--- src/rtl/jtag_chain_router_pkg.sv ---
// Shared definitions for the JTAG chain router: device count, special link
// indices, FSM state encoding and error codes.
package jtag_chain_router_pkg;

  localparam int NUM_DEV      = 7;
  localparam int NUM_DEV_BITS = 3;

  localparam int DEF_N_NODE = NUM_DEV + 1;
  localparam int DEF_IW     = NUM_DEV_BITS + 1;

  // Reserved link values that sit just above the last real device index.
  localparam int FIRST_INDEX = NUM_DEV + 1;
  localparam int LAST_INDEX  = NUM_DEV + 2;
  localparam int NULL_INDEX  = NUM_DEV + 3;

  typedef enum logic [2:0] {
    ST_IDLE,
    ST_WAIT,
    ST_CHECK,
    ST_ROUTE,
    ST_FAULT
  } state_e;

  localparam logic [2:0] ERR_NONE    = 3'd0;
  localparam logic [2:0] ERR_TIMEOUT = 3'd1;
  localparam logic [2:0] ERR_LINK    = 3'd2;
  localparam logic [2:0] ERR_ENDS    = 3'd3;
  localparam logic [2:0] ERR_EMPTY   = 3'd4;
  localparam logic [2:0] ERR_CHANGED = 3'd5;

endpackage

--- src/rtl/jtag_chain_router_mux.sv ---
// Combinational daisy-chain data path: routes master TDI through the active
// devices in link order and returns the last device's TDO to the master.
module jtag_route_mux
  import jtag_chain_router_pkg::*;
#(
  parameter int N_NODE = DEF_N_NODE,
  parameter int IW     = DEF_IW,
  parameter int DW     = $clog2(N_NODE)
) (
  input  logic                 route_valid,
  input  logic [N_NODE-1:0]    act,
  input  logic [N_NODE*IW-1:0] tdi_tab_flat,
  input  logic [DW-1:0]        last_idx,
  input  logic                 m_tdi,
  input  logic [N_NODE-1:0]    dev_tdo,
  output logic [N_NODE-1:0]    dev_tdi,
  output logic                 m_tdo
);

  localparam logic [IW-1:0] FIRST_I = IW'(FIRST_INDEX);

  logic [IW-1:0] tdi;

  always_comb begin
    // NOTE: every output gets its safe default first so no path infers a latch.
    dev_tdi = '1;
    m_tdo   = 1'b1;
    tdi     = '0;
    if (route_valid) begin
      for (int i = 0; i < N_NODE; i++) begin
        tdi = tdi_tab_flat[i*IW +: IW];
        if (tdi == FIRST_I) begin
          dev_tdi[i] = m_tdi;
        end else if (act[i]) begin
          dev_tdi[i] = dev_tdo[tdi[DW-1:0]];
        end
      end
      m_tdo = dev_tdo[last_idx];
    end
  end

endmodule

--- src/rtl/jtag_chain_router.sv ---
// Waits for all per-node link searches, checks the TDI/TDO link tables one
// node per cycle, then drives the daisy-chain mux while the chain stays put.
module jtag_chain_router
  import jtag_chain_router_pkg::*;
#(
  parameter int N_NODE  = DEF_N_NODE,
  parameter int IW      = DEF_IW,
  parameter int TIMEOUT = 1024
) (
  input  logic                 clk,
  input  logic                 rst_n,
  input  logic                 enb,
  input  logic [N_NODE-1:0]    active_chains,
  input  logic [N_NODE-1:0]    node_done,
  input  logic [N_NODE*IW-1:0] tdi_index_flat,
  input  logic [N_NODE*IW-1:0] tdo_index_flat,
  input  logic                 m_tdi,
  output logic                 m_tdo,
  input  logic [N_NODE-1:0]    dev_tdo,
  output logic [N_NODE-1:0]    dev_tdi,
  output logic                 route_valid,
  output logic                 route_error,
  output logic [2:0]           err_code,
  output logic [IW:0]          chain_len,
  output logic [IW-1:0]        first_idx,
  output logic [IW-1:0]        last_idx
);

  localparam int DW = $clog2(N_NODE);
  localparam int TW = (TIMEOUT > 1) ? $clog2(TIMEOUT) : 1;

  localparam logic [IW-1:0] FIRST_I  = IW'(FIRST_INDEX);
  localparam logic [IW-1:0] LAST_I   = IW'(LAST_INDEX);
  localparam logic [IW-1:0] NULL_I   = IW'(NULL_INDEX);
  localparam logic [IW-1:0] N_NODE_I = IW'(N_NODE);

  state_e            state_q, state_d;
  logic [TW-1:0]     timer_q, timer_d;
  logic [N_NODE-1:0] act_q, act_d;
  logic [IW-1:0]     tdi_tab_q [N_NODE];
  logic [IW-1:0]     tdi_tab_d [N_NODE];
  logic [IW-1:0]     tdo_tab_q [N_NODE];
  logic [IW-1:0]     tdo_tab_d [N_NODE];
  logic [IW-1:0]     idx_q, idx_d;
  logic [IW:0]       chain_len_q, chain_len_d;
  logic [IW-1:0]     first_idx_q, first_idx_d;
  logic [IW-1:0]     last_idx_q, last_idx_d;
  logic [1:0]        first_cnt_q, first_cnt_d;
  logic [1:0]        last_cnt_q, last_cnt_d;
  logic              link_err_q, link_err_d;
  logic [2:0]        err_q, err_d;

  // Node currently under check and its link consistency.
  logic [DW-1:0] node;
  logic [IW-1:0] cur_tdi, cur_tdo;
  logic          cur_act, tdi_ok, tdo_ok, node_link_err;

  always_comb begin
    node    = idx_q[DW-1:0];
    cur_tdi = tdi_tab_q[node];
    cur_tdo = tdo_tab_q[node];
    cur_act = act_q[node];
    // tdi < idx keeps the back-link inside the table; tdo needs an explicit bound.
    tdi_ok  = (cur_tdi < idx_q) && act_q[cur_tdi[DW-1:0]] &&
              (tdo_tab_q[cur_tdi[DW-1:0]] == idx_q);
    tdo_ok  = (cur_tdo > idx_q) && (cur_tdo < N_NODE_I) &&
              act_q[cur_tdo[DW-1:0]] && (tdi_tab_q[cur_tdo[DW-1:0]] == idx_q);
    if (cur_act) begin
      node_link_err = ((cur_tdi != FIRST_I) && !tdi_ok) ||
                      ((cur_tdo != LAST_I) && !tdo_ok);
    end else begin
      node_link_err = (cur_tdi != NULL_I) || (cur_tdo != NULL_I);
    end
  end

  always_comb begin
    state_d     = state_q;
    timer_d     = timer_q;
    act_d       = act_q;
    tdi_tab_d   = tdi_tab_q;
    tdo_tab_d   = tdo_tab_q;
    idx_d       = idx_q;
    chain_len_d = chain_len_q;
    first_idx_d = first_idx_q;
    last_idx_d  = last_idx_q;
    first_cnt_d = first_cnt_q;
    last_cnt_d  = last_cnt_q;
    link_err_d  = link_err_q;
    err_d       = err_q;

    unique case (state_q)
      ST_IDLE: begin
        if (enb) begin
          state_d = ST_WAIT;
          timer_d = TW'(TIMEOUT - 1);
        end
      end

      ST_WAIT: begin
        if (!enb) begin
          state_d = ST_IDLE;
        end else if (&node_done) begin
          state_d = ST_CHECK;
          act_d   = active_chains;
          for (int i = 0; i < N_NODE; i++) begin
            tdi_tab_d[i] = tdi_index_flat[i*IW +: IW];
            tdo_tab_d[i] = tdo_index_flat[i*IW +: IW];
          end
          idx_d       = '0;
          chain_len_d = '0;
          first_idx_d = '0;
          last_idx_d  = '0;
          first_cnt_d = '0;
          last_cnt_d  = '0;
          link_err_d  = 1'b0;
        end else if (timer_q == '0) begin
          state_d = ST_FAULT;
          err_d   = ERR_TIMEOUT;
        end else begin
          timer_d = timer_q - TW'(1);
        end
      end

      ST_CHECK: begin
        if (!enb) begin
          state_d = ST_IDLE;
        end else if (idx_q != N_NODE_I) begin
          idx_d = idx_q + IW'(1);
          if (node_link_err) link_err_d = 1'b1;
          if (cur_act) begin
            chain_len_d = chain_len_q + (IW+1)'(1);
            if (cur_tdi == FIRST_I) begin
              first_idx_d = idx_q;
              first_cnt_d = (first_cnt_q == 2'd2) ? 2'd2 : first_cnt_q + 2'd1;
            end
            if (cur_tdo == LAST_I) begin
              last_idx_d = idx_q;
              last_cnt_d = (last_cnt_q == 2'd2) ? 2'd2 : last_cnt_q + 2'd1;
            end
          end
        end else begin
          // Commit cycle: every node has been folded into the sticky results.
          if (link_err_q) begin
            state_d = ST_FAULT;
            err_d   = ERR_LINK;
          end else if (chain_len_q == '0) begin
            state_d = ST_FAULT;
            err_d   = ERR_EMPTY;
          end else if (first_cnt_q != 2'd1 || last_cnt_q != 2'd1) begin
            state_d = ST_FAULT;
            err_d   = ERR_ENDS;
          end else begin
            state_d = ST_ROUTE;
          end
        end
      end

      ST_ROUTE: begin
        if (!enb) begin
          state_d = ST_IDLE;
        end else if (active_chains != act_q) begin
          state_d = ST_FAULT;
          err_d   = ERR_CHANGED;
        end
      end

      ST_FAULT: begin
        if (!enb) begin
          state_d = ST_IDLE;
          err_d   = ERR_NONE;
        end
      end

      default: state_d = ST_IDLE;
    endcase
  end

  // NOTE: non-blocking assignments so every flop samples pre-edge values.
  always_ff @(posedge clk or negedge rst_n) begin
    if (!rst_n) begin
      state_q     <= ST_IDLE;
      timer_q     <= '0;
      act_q       <= '0;
      idx_q       <= '0;
      chain_len_q <= '0;
      first_idx_q <= '0;
      last_idx_q  <= '0;
      first_cnt_q <= '0;
      last_cnt_q  <= '0;
      link_err_q  <= 1'b0;
      err_q       <= ERR_NONE;
      // NOTE: the link tables are reset to NULL so no stale link survives reset.
      for (int i = 0; i < N_NODE; i++) begin
        tdi_tab_q[i] <= NULL_I;
        tdo_tab_q[i] <= NULL_I;
      end
    end else begin
      state_q     <= state_d;
      timer_q     <= timer_d;
      act_q       <= act_d;
      idx_q       <= idx_d;
      chain_len_q <= chain_len_d;
      first_idx_q <= first_idx_d;
      last_idx_q  <= last_idx_d;
      first_cnt_q <= first_cnt_d;
      last_cnt_q  <= last_cnt_d;
      link_err_q  <= link_err_d;
      err_q       <= err_d;
      tdi_tab_q   <= tdi_tab_d;
      tdo_tab_q   <= tdo_tab_d;
    end
  end

  assign route_valid = (state_q == ST_ROUTE);
  assign route_error = (state_q == ST_FAULT);
  assign err_code    = err_q;
  assign chain_len   = chain_len_q;
  assign first_idx   = first_idx_q;
  assign last_idx    = last_idx_q;

  logic [N_NODE*IW-1:0] tdi_tab_flat;

  always_comb begin
    tdi_tab_flat = '0;
    for (int i = 0; i < N_NODE; i++) tdi_tab_flat[i*IW +: IW] = tdi_tab_q[i];
  end

  jtag_route_mux #(
    .N_NODE (N_NODE),
    .IW     (IW),
    .DW     (DW)
  ) u_mux (
    .route_valid  (route_valid),
    .act          (act_q),
    .tdi_tab_flat (tdi_tab_flat),
    .last_idx     (last_idx_q[DW-1:0]),
    .m_tdi        (m_tdi),
    .dev_tdo      (dev_tdo),
    .dev_tdi      (dev_tdi),
    .m_tdo        (m_tdo)
  );

endmodule

--- config.mk ---
export PLATFORM = sky130hd
export DESIGN_NAME = jtag_chain_router
export DESIGN_NICKNAME = d
export VERILOG_FILES = /design/src/rtl/jtag_chain_router_pkg.sv /design/src/rtl/jtag_chain_router_mux.sv /design/src/rtl/jtag_chain_router.sv
export SDC_FILE = /design/constraint.sdc
export NUM_CORES = 1
export LEC_CHECK = 0
export BUFFER_PORTS_ARGS = -buffer_cell sky130_fd_sc_hd__buf_2
export CAP_MARGIN = 40
export CORE_ASPECT_RATIO = 1.2
export CORE_UTILIZATION = 52
export DETAILED_ROUTE_END_ITERATION = 8
export GPL_TIMING_DRIVEN = 0
export PLACE_DENSITY = 0.86
export SYNTH_ARGS = -nofsm -noshare
export SYNTH_HDL_FRONTEND = slang
export SYNTH_SLANG_ARGS = --single-unit
--- constraint.sdc ---
create_clock -name clk -period 3.6 [get_ports clk]
set_clock_uncertainty 0.2 [all_clocks]
set_input_delay 0.36 -clock clk [delete_from_list [all_inputs] [get_ports clk]]
set_output_delay 0.36 -clock clk [all_outputs]
set_load 0.01 [all_outputs]
==> impl_metrics.toml <==
[final_layout]
syn_to_final_growth_pct = 17.7
stdcell_area_mm2 = 0.00818
area_taken_by_flip_flops_and_latches_mm2 = 0.00279
share_of_layout_cells_above_drive_strength_1 = 0.439
num-fill-cells = 994
layout_commonest_cell = "buf_2"
layout.cells.non_filler = 872
mostFrequentLayoutCells = "119 x buf_2, 77 x dfrtp_1, 73 x mux2_2"
finish.net_count = 811
antennaDiodeCount = 0
multi_input_logic_area_mm2 = 0.00403

[drt]
drt-initial-drc-count = 414
dr_total_vias = 5476
routed_wire_length_per_instance_um = 20.5
viasPerCell = 6.28
route.detailed.drc = 0
drt_first_pass_iters = 5
routed_wirelength_um = 17800
postRouteAntennaNets = 0

[grt]
initial_antenna_violation_count = 0
grt_pass1_wl_um = 28600
grt_start_max_net_pins = 67
global_route.overflow_total = 0
track_usage = 0.270
vias_in_the_first_global_route = 5834

[power]
power.density_cell_area_mw_per_mm2 = 352
vdd_ir_drop_max_v = 0.000230
leakage_power_nw = 3.78
design_power_total_mw = 2.88

[clocking]
ctsLongestPathBuffers = 2
clk_root_buffer_cell = "clkbuf_16"
cts_sinks = 110
cts_max_level = 3
clk_transition_reported_paths_ns = 0.07
cts_inserted_buffers = 9
cts_tree = "built"
clk-insertion-delay-late_ns = 0.36

[synthesis]
synth.ff_latch_count = 110
synth_edf_count = 0
number_of_warnings_reported_in_the_yosys_synthesis_log = 0
synth_xor_area_frac = 0.0328
ys_dominant_reg_cell = "dfrtp_1"
post_synth_mux_area_share = 0.336
synthCells = 571
post_synth_num_cell_types = 52
syn-num-nets = 679
syn_area_mm2 = 0.00695
synth_compound_area_frac = 0.0713
synthArstFlopShare = 1.00
synth-adder-area-share = 0.0288
synthesis.area_per_instance_um2 = 12.2
synth_sequential_area_ratio = 0.402
synth-simple-area-share = 0.101
synth_top_family_by_area = "multiplexers"

[timing]
grt_setup_unrepaired = "no"
final_min_period_over_clock_period = 0.964
finalCriticalPeriod_ns = 3.47
worst-slew-pin-transition_ns = 0.869
slew_violations = 0
relSlewSlack = 0.416
setup_viol_count_final = 0
peak_clock_frequency_supported_by_timing_ghz = 0.288
timing_hold_violations_final = 0
timing.setup.tns_ns = 0

[floorplan]
fp.dieW_um = 108
dieHeight_um = 129
top_level_ports = 119
floorplan.rows = 45
floorplan.core_area_mm2 = 0.0128
initial_core_util = 0.542
area_enclosed_by_the_die_boundary_mm2 = 0.0138

[run]
max_cap_check_violation_count = 0

[outcome]
status = "finished clean"

[setup_path]
crit_path_max_fanout = 10
cp-start-kind = "flip-flop"
critPathKind = "flip-flop to flip-flop"
endpoint_kind = "flip-flop"
worst_ep_required_time_ns = 3.65
crit_arrival_ns = 3.52

[placed_design]
count_of_input_and_output_buffers = 116
place.gp.congestion = 0.926
placed_cell_area_mm2 = 0.00777
dpl.cell_count = 852
dp.final_hpwl_um = 13300

[hold_path]
worst_min_delay_path_class = "input pin to flip-flop"
stage by stage:
step | util | worst slack [ns] | hold WS [ns]
finish | 0.637 | 0.129 | 0.0221
global route | 0.637 | 0.00148 | 0.0101
CTS | 0.633 | 0.00168 | 0.0141
detailed placement | 0.605 | -0.492 | 0.204
global placement | 0.603 | -0.400 | 0.257
floorplan | - | 0.0949 | -0.136
critical path, stage by stage, from the launching register on:
cell	delay [ns]
dfrtp_2	0.49
buf_2	0.33
mux4_2	0.39
mux2i_4	0.35
clkbuf_4	0.33
mux4_2	0.34
mux2i_1	0.25
xnor2_1	0.15
nand4_1	0.14
a311o_1	0.38
final timing paths:
| path | startpoint | to | slack, ns | cells past startpoint |
|---|---|---|---|---|
| max | idx_q[1] | link_err_q | 0.13 | 9 |
| min | tdi_index_flat[3] | tdi_tab_flat[3] | 0.02 | 2 |
| max reg2reg | idx_q[1] | link_err_q | 0.13 | 9 |
| min reg2reg | err_code[0] | err_code[0] | 0.28 | 2 |
| max in group asynchronous | rst_n | tdi_tab_flat[31] | 2.08 | 3 |
| min in group asynchronous | rst_n | chain_len[4] | 0.34 | 2 |
state kept, by name (all words and copies together) (netlist names):
name / count
last_cnt_q: 2
err_code: 3
tdi_tab_flat: 32
first_cnt_q: 2
state_q: 3
idx_q: 4
chain_len: 5
tdo_tab_q: 32
last_idx: 4
link_err_q: 1
first_idx: 4
timer_q: 10
act_q: 8
power by group:
group          leakage, nW  internal (mW)  total [mW]  switching [mW]
registers             1.36           1.32        1.40          0.0786
clock network        0.139          0.493       0.972           0.479
logic                 2.28          0.248       0.512           0.264
synthesized netlist by cell type, types with 2 or more instances:
library cell  instances  area share
and3_1               10      0.0090
o22a_1                2      0.0025
buf_1                 2      0.0011
xor2_1               10       0.013
mux4_1                3       0.011
buf_2                 6      0.0043
a21o_1                2      0.0022
a22o_1               13       0.016
nand2_1              34       0.018
and2_1                4      0.0036
nand2b_1              6      0.0054
mux2i_2               2      0.0040
nand3_1               9      0.0065
dfstp_2              32        0.12
a31oi_1               3      0.0027
nor2b_1               7      0.0063
nor4b_1               4      0.0050
a22oi_1               4      0.0043
ha_1                 16       0.029
a211oi_1              2      0.0022
buf_6                 2      0.0032
mux2_2               73        0.12
nor4_1                3      0.0027
or3_1                 3      0.0027
inv_1                19       0.010
mux2i_1              47       0.068
mux4_2               41        0.13
a21oi_1               7      0.0050
o21ai_0              24       0.017
nand4_1               6      0.0054
or4b_2                8       0.012
a221oi_1              2      0.0025
nor3_1                7      0.0050
dfrtp_1              78        0.28
o31ai_1               3      0.0032
nor2_1               29       0.016
clkbuf_1             15      0.0081
xnor2_1              16       0.020
o21a_1                4      0.0043
layer usage:
| layer | vias to the layer above | global-route usage | part of all wire |
|---|---|---|---|
| met2 | 267 | 0.450 | 0.51 |
| met4 | 0 | 0.153 | 0.041 |
| met3 | 68 | 0.0557 | 0.064 |
| li1 | 2419 | - | - |
| met1 | 2722 | 0.327 | 0.39 |
| met5 | - | 0 | 0 |
timing repair:
| action | CTS | global route |
|---|---|---|
| setup endpoints to repair | 15 | 15 |
| setup buffers | 2 | 1 |
| pin swaps | 0 | 1 |
| endpoints found under the hold margin | 39 | 0 |
| resized for setup | 9 | 13 |
| hold buffers | 1 | 0 |
layout make-up:
| type | count | share of cell area |
|---|---|---|
| Buffer | 26 | 0.0184 |
| Clock buffer | 10 | 0.0292 |
| Clock inverter | 6 | 0.00551 |
| Inverter | 20 | 0.00948 |
| Multi-Input combinational cell | 415 | 0.492 |
| Sequential cell | 110 | 0.341 |
| Tap cell | 164 | 0.0251 |
| Timing Repair Buffer | 121 | 0.0786 |
cells by family after synthesis:
| family | after synthesis |
|---|---|
| muxes | 167 |
| and+or+nand+nor | 133 |
| DFF | 110 |
| AOI/OAI and AO/OA | 73 |
| buffers and inverters | 46 |
| xor gates and xnor gates | 26 |
| adders and majority gates | 16 |
(Power assumes the default switching activity.)
